==> src/rtl/timebase_pkg.sv <==
// Shared constants and helpers for the timebase counter and its prescaler.
package timebase_pkg;

  localparam logic [1:0] MODE_UP     = 2'b00;
  localparam logic [1:0] MODE_DOWN   = 2'b01;
  localparam logic [1:0] MODE_UPDOWN = 2'b10;

  localparam logic DIR_UP   = 1'b0;
  localparam logic DIR_DOWN = 1'b1;

  // Which event pulse closes a period (and ends a one-shot) in each mode.
  function automatic logic is_update_event(input logic [1:0] mode,
                                           input logic       top_is_zero,
                                           input logic       ovf,
                                           input logic       unf);
    case (mode)
      MODE_DOWN:   return unf;
      MODE_UPDOWN: return unf || (top_is_zero && ovf);
      default:     return ovf;
    endcase
  endfunction

endpackage

==> src/rtl/timebase_prescaler.sv <==
// Prescaler: divides enabled cycles by prescale_a + 1 and flags the terminal count.
module timebase_prescaler #(
  parameter int PSC_WIDTH = 8
) (
  input  logic                 clk,
  input  logic                 rst,
  input  logic                 clr,
  input  logic                 en,
  input  logic [PSC_WIDTH-1:0] prescale_a,
  output logic                 step
);

  logic [PSC_WIDTH-1:0] psc_cnt;
  logic                 terminal;

  // ">=" so a live shrink of prescale below psc_cnt ends the cycle instead of wrapping 2^N.
  assign terminal = (psc_cnt >= prescale_a);
  assign step     = en && terminal && !clr && !rst;

  // NOTE: sequential state uses non-blocking assignments so every register samples pre-edge values.
  always_ff @(posedge clk) begin
    if (rst || clr) begin
      psc_cnt <= '0;
    end else if (en) begin
      if (terminal) psc_cnt <= '0;
      else          psc_cnt <= psc_cnt + PSC_WIDTH'(1);
    end
  end

endmodule

==> src/rtl/timebase_counter.sv <==
// Up/down/centre-aligned timebase counter with prescaler, one-shot and event pulses.
// Define TIMEBASE_PRELOAD_EN to buffer period/prescale in shadows loaded at update events.
module timebase_counter
  import timebase_pkg::*;
#(
  parameter int WIDTH     = 16,
  parameter int PSC_WIDTH = 8
) (
  input  logic                 clk,
  input  logic                 rst,
  input  logic                 en,
  input  logic                 count_reset,
  input  logic [1:0]           mode,
  input  logic                 one_shot,
  input  logic [WIDTH-1:0]     period,
  input  logic [PSC_WIDTH-1:0] prescale,
  output logic [WIDTH-1:0]     count_val,
  output logic                 dir,
  output logic                 tick,
  output logic                 ovf,
  output logic                 unf,
  output logic                 running
);

  localparam logic [WIDTH-1:0] ZERO = '0;
  localparam logic [WIDTH-1:0] ONE  = WIDTH'(1);

  logic [WIDTH-1:0]     period_a;
  logic [PSC_WIDTH-1:0] prescale_a;
  logic [WIDTH-1:0]     top;
  logic                 step;
  logic [WIDTH-1:0]     nxt_count;
  logic                 nxt_dir;
  logic                 evt_ovf;
  logic                 evt_unf;
  logic                 update_evt;

  // period = 0 wraps to the all-ones top, giving the full 2^WIDTH range.
  assign top = period_a - ONE;

`ifdef TIMEBASE_PRELOAD_EN
  // Shadows reload only at period boundaries, so register writes land on the next period.
  always_ff @(posedge clk) begin
    if (rst || count_reset || !running || (step && update_evt)) begin
      period_a   <= period;
      prescale_a <= prescale;
    end
  end
`else
  assign period_a   = period;
  assign prescale_a = prescale;
`endif

  timebase_prescaler #(
    .PSC_WIDTH (PSC_WIDTH)
  ) u_prescaler (
    .clk        (clk),
    .rst        (rst),
    .clr        (count_reset),
    .en         (en && running),
    .prescale_a (prescale_a),
    .step       (step)
  );

  // NOTE: every output of this block gets a default first so no path infers a latch.
  always_comb begin
    nxt_count = count_val;
    nxt_dir   = dir;
    evt_ovf   = 1'b0;
    evt_unf   = 1'b0;
    case (mode)
      MODE_DOWN: begin
        nxt_dir = DIR_DOWN;
        if (count_val == ZERO) begin
          nxt_count = top;
          evt_unf   = 1'b1;
        end else begin
          nxt_count = count_val - ONE;
        end
      end
      MODE_UPDOWN: begin
        if (top == ZERO) begin
          nxt_count = ZERO;
          nxt_dir   = DIR_UP;
          evt_ovf   = 1'b1;
        end else if (dir == DIR_UP) begin
          if (count_val > top) begin
            // Period lowered beneath the count: restart from zero rather than turn round.
            nxt_count = ZERO;
            evt_ovf   = 1'b1;
          end else if (count_val == top) begin
            nxt_count = top - ONE;
            nxt_dir   = DIR_DOWN;
            evt_ovf   = 1'b1;
          end else begin
            nxt_count = count_val + ONE;
          end
        end else begin
          if (count_val == ZERO) begin
            nxt_count = ONE;
            nxt_dir   = DIR_UP;
            evt_unf   = 1'b1;
          end else begin
            nxt_count = count_val - ONE;
          end
        end
      end
      default: begin
        nxt_dir = DIR_UP;
        if (count_val >= top) begin
          nxt_count = ZERO;
          evt_ovf   = 1'b1;
        end else begin
          nxt_count = count_val + ONE;
        end
      end
    endcase
  end

  assign update_evt = is_update_event(mode, (top == ZERO), evt_ovf, evt_unf);

  always_ff @(posedge clk) begin
    if (rst || count_reset) begin
      count_val <= ZERO;
      dir       <= DIR_UP;
      tick      <= 1'b0;
      ovf       <= 1'b0;
      unf       <= 1'b0;
      running   <= 1'b1;
    end else if (step) begin
      count_val <= nxt_count;
      dir       <= nxt_dir;
      tick      <= 1'b1;
      ovf       <= evt_ovf;
      unf       <= evt_unf;
      if (one_shot && update_evt) running <= 1'b0;
    end else begin
      tick <= 1'b0;
      ovf  <= 1'b0;
      unf  <= 1'b0;
    end
  end

endmodule

==> config.mk <==
export PLATFORM = sky130hd
export DESIGN_NAME = timebase_counter
export DESIGN_NICKNAME = d
export VERILOG_FILES = /design/src/rtl/timebase_pkg.sv /design/src/rtl/timebase_prescaler.sv /design/src/rtl/timebase_counter.sv
export SDC_FILE = /design/constraint.sdc
export NUM_CORES = 1
export LEC_CHECK = 0
export CAP_MARGIN = 20
export CELL_PAD_IN_SITES_DETAIL_PLACEMENT = 0
export CELL_PAD_IN_SITES_GLOBAL_PLACEMENT = 1
export CORE_MARGIN = 2
export CORE_UTILIZATION = 40
export DETAILED_ROUTE_END_ITERATION = 6
export DONT_BUFFER_PORTS = 1
export HOLD_SLACK_MARGIN = 0.02
export PLACE_DENSITY = 0.81
export SLEW_MARGIN = 30
export SYNTH_ARGS = -nofsm -noshare
export SYNTH_HDL_FRONTEND = slang
export SYNTH_SLANG_ARGS = --single-unit
export TNS_END_PERCENT = 20
==> constraint.sdc <==
create_clock -name clk -period 5.21 [get_ports clk]
set_clock_uncertainty 0.15 [all_clocks]
set_input_delay 0.521 -clock clk [delete_from_list [all_inputs] [get_ports clk]]
set_output_delay 0.521 -clock clk [all_outputs]
set_load 0.01 [all_outputs]
==> metrics.md <==
| Metric | Value |
|---|---|
| Status | `finished, final reports clean` |
| Vias in the first global route | `3981` |
| Syn-to-layout area delta | `4.23%` |
| Max-slew violations | `0` |
| CP startpoint kind | `primary input` |
| Final design area excluding fillers | `around 4200 µm²` |
| Most frequent cells in the layout | `nand2_1 (48), nor2_1 (46), nand3_1 (33), ha_1 (31), dfxtp_1 (29)` |
| Maximum clock frequency | `243 MHz` |
| Root Driver | `clkbuf_8` |
| Sink Count | `29` |
| Post-synth top area cell | `dfxtp_1` |
| Setup Buffers After CTS | `0` |
| Max-cap viol count | `0` |
| Worst R2R Start | `u_prescaler.psc_cnt[0]` |
| Largest family of logic cells by synthesized area | `simple AND/OR/NAND/NOR gates` |
| Initial core utilization | `41.2%` |
| IO Count | `52` |
| Gr ovfl total | `0` |
| Synth async-reset ratio | `0%` |
| Initial DRC Count | `around 430` |
| Vias per inst | `6.34` |
| Fin. Hold Viols | `0` |
| Min-delay src | `one_shot` |
| Synth warn | `0` |
| Worst skew pair latency | `0.29 ns` |
| Ranking of synthesized cells by area | `dfxtp_1 (14%), ha_1 (9.6%), xnor2_1 (6.1%)` |
| Post-synthesis compound-gate area fraction | `22.6%` |
| Top cell type's share of synthesized area | `approximately 14%` |
| H-tree depth | `2` |
| Initial antenna violation count | `0` |
| CTS tree | `built` |
| TNS Setup | `0 ns` |
| Placed cell count | `662` |
| Cell Rows | `36` |
| Synthesized net count | `624` |
| DRT Pass-1 Iters | `7` |
| Crit. End Element | `flop` |
| Reg2Reg Setup Slack | `approximately 1.8 ns` |
| First-pass GRT wire length | `around 21 mm` |
| Met3 Use GR | `around 4.3%` |
| Worst EP required | `5.24 ns` |
| Final Setup Violations | `0` |
| Reg2Reg Depth | `12` |
| WHS Endpoint | `running` |
| Adder-cell share of the synthesized area | `9.88%` |
| PortBufs | `0` |
| Core Area | `approximately 10000 µm²` |
| PwrDens | `139 nW/µm²` |
| Met2 Usage GRT | `40.3%` |
| Width of the die | `104 µm` |
| Unrepaired setup endpoints after global routing | `no` |
| Hold slack | `0.271 ns` |
| EDFF count, synth | `0` |
| Commonest non-fill, non-tap cell in the layout | `nand2_1` |
| Least-Margin Pin Slew | `~0.94 ns` |
| Crit Path Max Fanout | `10` |
| Final ANT Viol Nets | `0` |
| CTS buffer count | `5` |
| Tmin final | `4.12 ns` |
| Leakage | `1.61 nW` |
| Total number of vias | `4249` |
| Hold depth | `2` |
| Cells after Synth | `562` |
| Syn Area/Cell | `7.16 µm²` |
| Largest net degree at the start of global routing | `24` |
| Cell variety after synth | `70` |
| Grt peak-use layer | `met2` |
| Hold-fix buffers, CTS | `0` |
| Synthesis-stage register bit count | `29` |
| Synth Flop Type | `dfxtp_1` |
| Die area | `between 10000 and 15000 µm²` |
| Register area share after synthesis | `14.4%` |
| All-layer global routing usage | `between 20% and 30%` |
| Clock tree buffer depth | `2` |
| Tcrit/Tclk final | `79.1%` |
| Mux contribution to synthesized area | `0.777%` |
| Worst Hold Class | `in2reg` |
| Worst path arrival time | `4.15 ns` |
| Setup CP Type | `in2reg` |
| Layout Nets | `roughly 600` |
| Pre-CTS setup slack | `0.834 ns` |
| Placed cell areas | `between 4000 and 5000 µm²` |
| Gates resized, CTS repair | `0` |
| Met1 GRT Util | `a little under a third` |
| Non-Filler Instances | `670` |
| Share of cells above drive strength 1 | `5.03%` |
| Post-Synth Simple-Gate Area | `33.2%` |
| Worst-path clk slew | `0.07 ns` |
| Setup ws final | `1.09 ns` |
| Max IR drop VDD | `0.0955 mV` |
| Placer congestion estimate | `0.999` |
| # DRC | `0` |
| Ant diodes | `0` |
| Avg WL per Cell | `20.2 µm` |
| Netlist Area Pre-Place | `4030 µm²` |
| R2r endpoint | `count_val[9]` |
| Post-synthesis xor/xnor area fraction | `12.6%` |
| Chip height | `104 µm` |
| Detailed Place HPWL | `between 10 and 15 mm` |
| Slew headroom | `a little under two fifths` |
| Final WL | `between 10 and 15 mm` |
## metal layers
| metal | vias to the layer above | routed length (µm) | share of wire (%) |
|---|---|---|---|
| met1 | 1965 | 5800 | 43 |
| li1 | 2022 | - | - |
| met2 | 224 | 6250 | 46 |
| met3 | 38 | 1030 | 7.6 |
| met4 | 0 | 453 | 3.3 |
| met5 | - | 0 | 0 |
## critical path, stage by stage
cell     delay, ns
or3_4         0.41
or4_4         0.46
nor3_1        0.31
nor2_1        0.16
ha_1          0.32
and3_1        0.16
and3_1        0.19
and2_1        0.17
nand4_1       0.30
and3_1        0.48
a31oi_1       0.25
o22ai_1       0.10
or3_1         0.31
## flip-flops by register name (all words and copies together), names as in the netlist
| name | flops |
|---|---|
| count_val | 16 |
| ovf | 1 |
| u_prescaler.psc_cnt | 8 |
| tick | 1 |
| dir | 1 |
| running | 1 |
| unf | 1 |
## how the worst max path moves through the flow
stage	from	end	slack [ns]
floorplan	period[6]	count_val[7]	1.08
global placement	period[8]	count_val[11]	0.92
detailed placement	period[8]	count_val[3]	0.83
CTS	period[8]	count_val[11]	1.15
global route	period[8]	count_val[11]	0.88
finish	period[8]	count_val[3]	1.09
## through the flow
step	total power, mW	util [%]
finish	0.583	42.9
floorplan	0.317	-
global placement	0.337	41.7
CTS	0.583	42.9
global route	0.604	42.9
detailed placement	0.339	41.7
## area by class of cell
cell class              count  area (µm²)
multi-input cells         470        3190
inverters                  22        82.6
flip-flops and latches     29         581
repair buffers              8        60.1
clock buffers               7        86.3
clock inverters             1        30.0
well taps                 133         166
fillers                  1021        5580
## where the power goes
part,switching (mW),leakage (nW),internal [mW],total (mW)
combinational,0.0703,1.32,0.0435,0.114
sequential,0.00107,0.234,0.222,0.223
clock,0.0904,0.0585,0.156,0.246
total,0.162,1.61,0.422,0.583
## synthesized netlist by cell type, types with 13 or more instances
master and instances:
a21oi_1 25, and3_1 13, clkbuf_1 34, dfxtp_1 29
ha_1 31, inv_1 22, nand2_1 48, nand3_1 33
nand4_1 15, nor2_1 46, nor3_1 27, o21ai_0 27
xnor2_1 28, xor2_1 25
## cell families after synthesis
logic type                 Yosys count
xor gates and xnor gates            55
DFF                                 29
adders and majority gates           32
muxes                                3
AOI/OAI and AO/OA                  132
and+or+nand+nor                    248
buffers and inverters               63
Power figures use the tool's default switching activity.
